### src/rtl/level_controller.sv
// Purpose  : game-progress controller; counts hits/misses, tracks score and lives,
//            and drives curr_level into the downstream clock divider.
// Latency  : one cycle; every output is a register updated at the sampling edge.
// Backpress: none; hit/miss/start are single-cycle pulses and are dropped during LVL.
//
// Ports:
//   clk        system clock, rising edge
//   rst        synchronous active-low reset
//   start      pulse, begins a game from IDLE or OVER
//   hit        pulse, one per point scored
//   miss       pulse, one per life lost
//   curr_level current level (0 in IDLE after reset, 1..MAX_LEVEL in play)
//   score      saturating hit count
//   lives      remaining lives
//   level_up   one-cycle pulse on each level advance
//   game_over  high while in OVER
//
// Optional feature: define LEVEL_BONUS_LIFE_EN to grant one life (saturating at 3)
// on every level advance.

module level_controller #(
    parameter int unsigned HITS_PER_LEVEL = 8,
    parameter int unsigned MAX_LEVEL      = 9,
    parameter int unsigned START_LIVES    = 3
) (
    input  logic       clk,
    input  logic       rst,
    input  logic       start,
    input  logic       hit,
    input  logic       miss,
    output logic [3:0] curr_level,
    output logic [7:0] score,
    output logic [1:0] lives,
    output logic       level_up,
    output logic       game_over
);

    typedef enum logic [1:0] {
        ST_IDLE = 2'd0,
        ST_PLAY = 2'd1,
        ST_LVL  = 2'd2,
        ST_OVER = 2'd3
    } state_t;

    localparam logic [7:0] LAST_HIT   = 8'(HITS_PER_LEVEL - 1);
    localparam logic [3:0] TOP_LEVEL  = 4'(MAX_LEVEL);
    localparam logic [1:0] INIT_LIVES = 2'(START_LIVES);

    state_t     state, state_nxt;
    logic [7:0] hit_cnt, hit_cnt_nxt;
    logic [3:0] curr_level_nxt;
    logic [7:0] score_nxt;
    logic [1:0] lives_nxt;
    logic       level_up_nxt;
    logic       game_over_nxt;

    logic level_wrap;
    logic last_life;

    assign level_wrap = (hit_cnt == LAST_HIT);
    assign last_life  = (lives == 2'd1);

    // State and output registers.
    always_ff @(posedge clk) begin
        if (!rst) begin
            state      <= ST_IDLE;
            hit_cnt    <= 8'd0;
            curr_level <= 4'd0;
            score      <= 8'd0;
            lives      <= INIT_LIVES;
            level_up   <= 1'b0;
            game_over  <= 1'b0;
        end else begin
            state      <= state_nxt;
            hit_cnt    <= hit_cnt_nxt;
            curr_level <= curr_level_nxt;
            score      <= score_nxt;
            lives      <= lives_nxt;
            level_up   <= level_up_nxt;
            game_over  <= game_over_nxt;
        end
    end

    // Next-state logic. Losing the last life outranks a level advance.
    always_comb begin
        state_nxt = state;
        case (state)
            ST_IDLE: if (start) state_nxt = ST_PLAY;
            ST_PLAY: begin
                if (miss && last_life)
                    state_nxt = ST_OVER;
                else if (hit && level_wrap && (curr_level < TOP_LEVEL))
                    state_nxt = ST_LVL;
            end
            ST_LVL:  state_nxt = ST_PLAY;
            ST_OVER: if (start) state_nxt = ST_PLAY;
            default: state_nxt = ST_IDLE;
        endcase
    end

    // Next values of the registered outputs and the hit counter.
    always_comb begin
        hit_cnt_nxt    = hit_cnt;
        curr_level_nxt = curr_level;
        score_nxt      = score;
        lives_nxt      = lives;
        level_up_nxt   = 1'b0;
        game_over_nxt  = (state_nxt == ST_OVER);
        case (state)
            ST_IDLE, ST_OVER: begin
                // A start load wins over any hit/miss in the same cycle.
                if (start) begin
                    hit_cnt_nxt    = 8'd0;
                    curr_level_nxt = 4'd1;
                    score_nxt      = 8'd0;
                    lives_nxt      = INIT_LIVES;
                end
            end
            ST_PLAY: begin
                if (hit) begin
                    if (score != 8'hFF)
                        score_nxt = score + 8'd1;
                    hit_cnt_nxt = level_wrap ? 8'd0 : hit_cnt + 8'd1;
                end
                if (miss)
                    lives_nxt = lives - 2'd1;
                if (state_nxt == ST_LVL) begin
                    curr_level_nxt = curr_level + 4'd1;
                    level_up_nxt   = 1'b1;
`ifdef LEVEL_BONUS_LIFE_EN
                    // The bonus life cancels a miss taken on the same edge.
                    if (miss)
                        lives_nxt = lives;
                    else if (lives != 2'd3)
                        lives_nxt = lives + 2'd1;
`endif
                end
            end
            default: ; // LVL: inputs are dropped, only the pulse clears
        endcase
    end

endmodule

### config.mk
export PLATFORM = sky130hd
export DESIGN_NAME = level_controller
export DESIGN_NICKNAME = d
export VERILOG_FILES = /design/src/rtl/level_controller.sv
export SDC_FILE = /design/constraint.sdc
export NUM_CORES = 1
export LEC_CHECK = 0
export CAP_MARGIN = 20
export CORE_UTILIZATION = 44
export DETAILED_ROUTE_END_ITERATION = 8
export PLACE_DENSITY = 0.78
export SLEW_MARGIN = 20
export SYNTH_ARGS = -nofsm -noshare
export SYNTH_HDL_FRONTEND = slang
export SYNTH_SLANG_ARGS = --single-unit
### constraint.sdc
create_clock -name clk -period 3.4 [get_ports clk]
set_input_delay 0.51 -clock clk [delete_from_list [all_inputs] [get_ports clk]]
set_output_delay 0.51 -clock clk [all_outputs]
set_load 0.02 [all_outputs]
==> results.sh <==
export IMPL_outcome="complete, no violations"
export IMPL_layout_area_overhead_vs_synth_pct=17.2
export IMPL_cts_tree="yes"
export IMPL_synth_cell_area_mm2=0.00142
export IMPL_htree_num_levels=1
export IMPL_crit_path_start_kind="flop"
export IMPL_leakage_uw=0.000607
export IMPL_cts_repair_resized=0
export IMPL_timing_critical_path_required_ns=3.61
export IMPL_port_buffer_count=20
export IMPL_std_cell_rows=20
export IMPL_crit_buf_inv=1
export IMPL_avgRoutedWirePerCell_um=13.1
export IMPL_die_area_mm2=0.00346
export IMPL_critical_path_class="reg -> reg"
export IMPL_worst_margin_slew_ns=0.739
export IMPL_grt_pass1_vias=1191
export IMPL_global_route_wire_length_before_repair_mm=5.13
export IMPL_layout_cells_most_common="dfxtp_1"
export IMPL_finalInstanceArea_mm2=0.00167
export IMPL_worst_clock_skew_ns=0.00747
export IMPL_postRouteAntennaNets=0
export IMPL_crit_path_cell_chain="inv_1 > ha_1 > nor2b_1 > or3_1 > nor4b_1 > xnor2_1 > nor2_1"
export IMPL_dieWidth_um=58.9
export IMPL_largest_net_degree_at_the_start_of_global_routing=22
export IMPL_critPathCaptureType="flop"
export IMPL_cts_hold_buffers=0
export IMPL_avgViaCountPerCell=5.44
export IMPL_via_count=1223
export IMPL_min_period_ns=2.37
export IMPL_critical_path_slowest_cell="or3_1"
export IMPL_final_max_slew_violation_count=0
export IMPL_grt_antenna_before_repair=0
export IMPL_io_pin_count=21
export IMPL_most_common_layout_cells="26 x dfxtp_1, 20 x nor2_1, 20 x clkdlybuf4s50_1"
export IMPL_dp_final_hpwl_mm=2.19
export IMPL_cts_root_buf="clkbuf_4"
export IMPL_drc=0
export IMPL_finalSetupTns_ns=0
export IMPL_grt_total_usage=0.193
export IMPL_numClockSinks=26
export IMPL_fin_crit_sh=0.697
export IMPL_placeableCoreArea_mm2=0.00305
export IMPL_cts_buffers=3
export IMPL_synthDistinctLibCells=43
export IMPL_clk_latency_ns=0.32
export IMPL_grt_overflow_total=0
export IMPL_synth_async_sr_flop_share=0
export IMPL_initial_utilization=0.466
export IMPL_synth_fp_nets=176
export IMPL_clk_transition_reported_paths_ns=0.14
export IMPL_place_congestion=0.826
export IMPL_dpl_cell_area_mm2=0.00163
export IMPL_avgSynthCellArea_um2=8.73
export IMPL_yosys_top_cells_area="dfxtp_1 37%, ha_1 7.0%, nor2_1 5.3%"
export IMPL_timing_critical_path_fanout_max=21
export IMPL_slew_headroom=0.503
export IMPL_rsz0062_at_grt="false"
export IMPL_postCtsSetupRepairBufs=0
export IMPL_synth_ff_type="dfxtp_1"
export IMPL_fmaxAchievable_ghz=0.422
export IMPL_postSynthRegisterBits=26
export IMPL_max_cap_violations=0
export IMPL_arrival_ns=2.58
export IMPL_detail_route_iter0_violations=50
export IMPL_synth_largest_area_cell="dfxtp_1"
export IMPL_number_of_enable_flip_flop_cells_after_synthesis=0
export IMPL_nNetsFinal=195
export IMPL_drive_gt1_frac=0.0939
export IMPL_netlist_instances=163
export IMPL_worst_path_largest_cell_delay_ns=0.48
export IMPL_die_height_um=58.9
export IMPL_timing_critical_path_max_delay_family="simple AND/OR/NAND/NOR gates"
export IMPL_synth_yosys_seq_area_share=0.366
export IMPL_power_density_mw_per_mm2=373
export IMPL_power_ir_vdd_worst_uv=158
export IMPL_routed_wl_mm=2.95
export IMPL_drt_pass1_iterations=4
export IMPL_setup_viol=0
export IMPL_yosys_warnings=0
export IMPL_hold_viol=0
export IMPL_hold_path_class="reg -> reg"
export IMPL_number_of_diodes_added_for_antenna_fixing=0
export IMPL_finalWorstSetupSlack_ns=1.03
export IMPL_synth_top_cell_area_share=0.366
export IMPL_post_place_ws_ns=1.04
export IMPL_max_clock_path_buffers=2
==> stage by stage <==
step | util | hold WS, ns | total power (uW) | instances
floorplan | - | 0.444 | 444 | 163
global placement | 0.534 | 0.457 | 465 | 221
detailed placement | 0.534 | 0.475 | 472 | 221
CTS | 0.546 | 0.493 | 627 | 225
global route | 0.546 | 0.513 | 658 | 225
finish | 0.546 | 0.498 | 622 | 225
==> where the power goes <==
part	internal, uW	switching (uW)	leakage, uW	total, uW
Combinational	52.5	88.1	0.000376	141
Sequential	315	10.9	0.000210	326
Clock	65.6	90.1	0.0000210	156
Total	433	189	0.000607	622
==> synthesized netlist by cell type, drive strengths merged (5+ instances only) <==
master / instances
dfxtp: 26
nor2: 20
nand3: 10
o21ai: 10
a21oi: 8
ha: 8
inv: 8
nand2: 7
xnor2: 7
buf: 5
nand4: 5
nor2b: 5
xor2: 5
==> path summary, 6_finish.rpt <==
path	startpoint	to	slack, ns	cells past startpoint
setup / recovery	state[1]	score[4]	1.03	7
hold / removal	hit_cnt[1]	hit_cnt[1]	0.50	2
setup reg to reg	state[1]	score[4]	1.03	7
hold reg to reg	hit_cnt[1]	hit_cnt[1]	0.50	2
==> tightest hold or removal path, delay by kind of cell, from the launching register on <==
kind            cells  cell delay, ns
flops               1            0.35
simple gates        1            0.06
compound gates      1            0.05
==> final cells by class <==
class | count | area, um2
well taps | 44 | 55.1
fillers | 299 | 1390
multi-input cells | 123 | 825
repair buffers | 20 | 200
flip-flops and latches | 26 | 520
clock buffers | 4 | 36.3
inverters | 8 | 30.0
==> cell families after synthesis <==
kind of cell / Yosys count / synth area share
buffers and inverters: 14 / 0.0545
DFF: 26 / 0.366
xor gates and xnor gates: 12 / 0.0739
AOI/OAI and AO/OA: 31 / 0.138
and+or+nand+nor: 72 / 0.297
adders and majority gates: 8 / 0.0704
==> sequential cells by signal, summed over array words and instances (netlist names) <==
register,flops
hit_cnt,8
score,8
curr_level,4
lives,2
state,2
game_over,1
level_up,1
==> metal layers <==
layer	global-route usage	vias to the layer above	share of wire
met5	0	-	0
met4	0.0884	0	0.023
met3	0.0220	7	0.035
met2	0.333	28	0.49
met1	0.240	580	0.45
li1	-	608	-
Note: power is estimated with default switching activity, not from simulation.
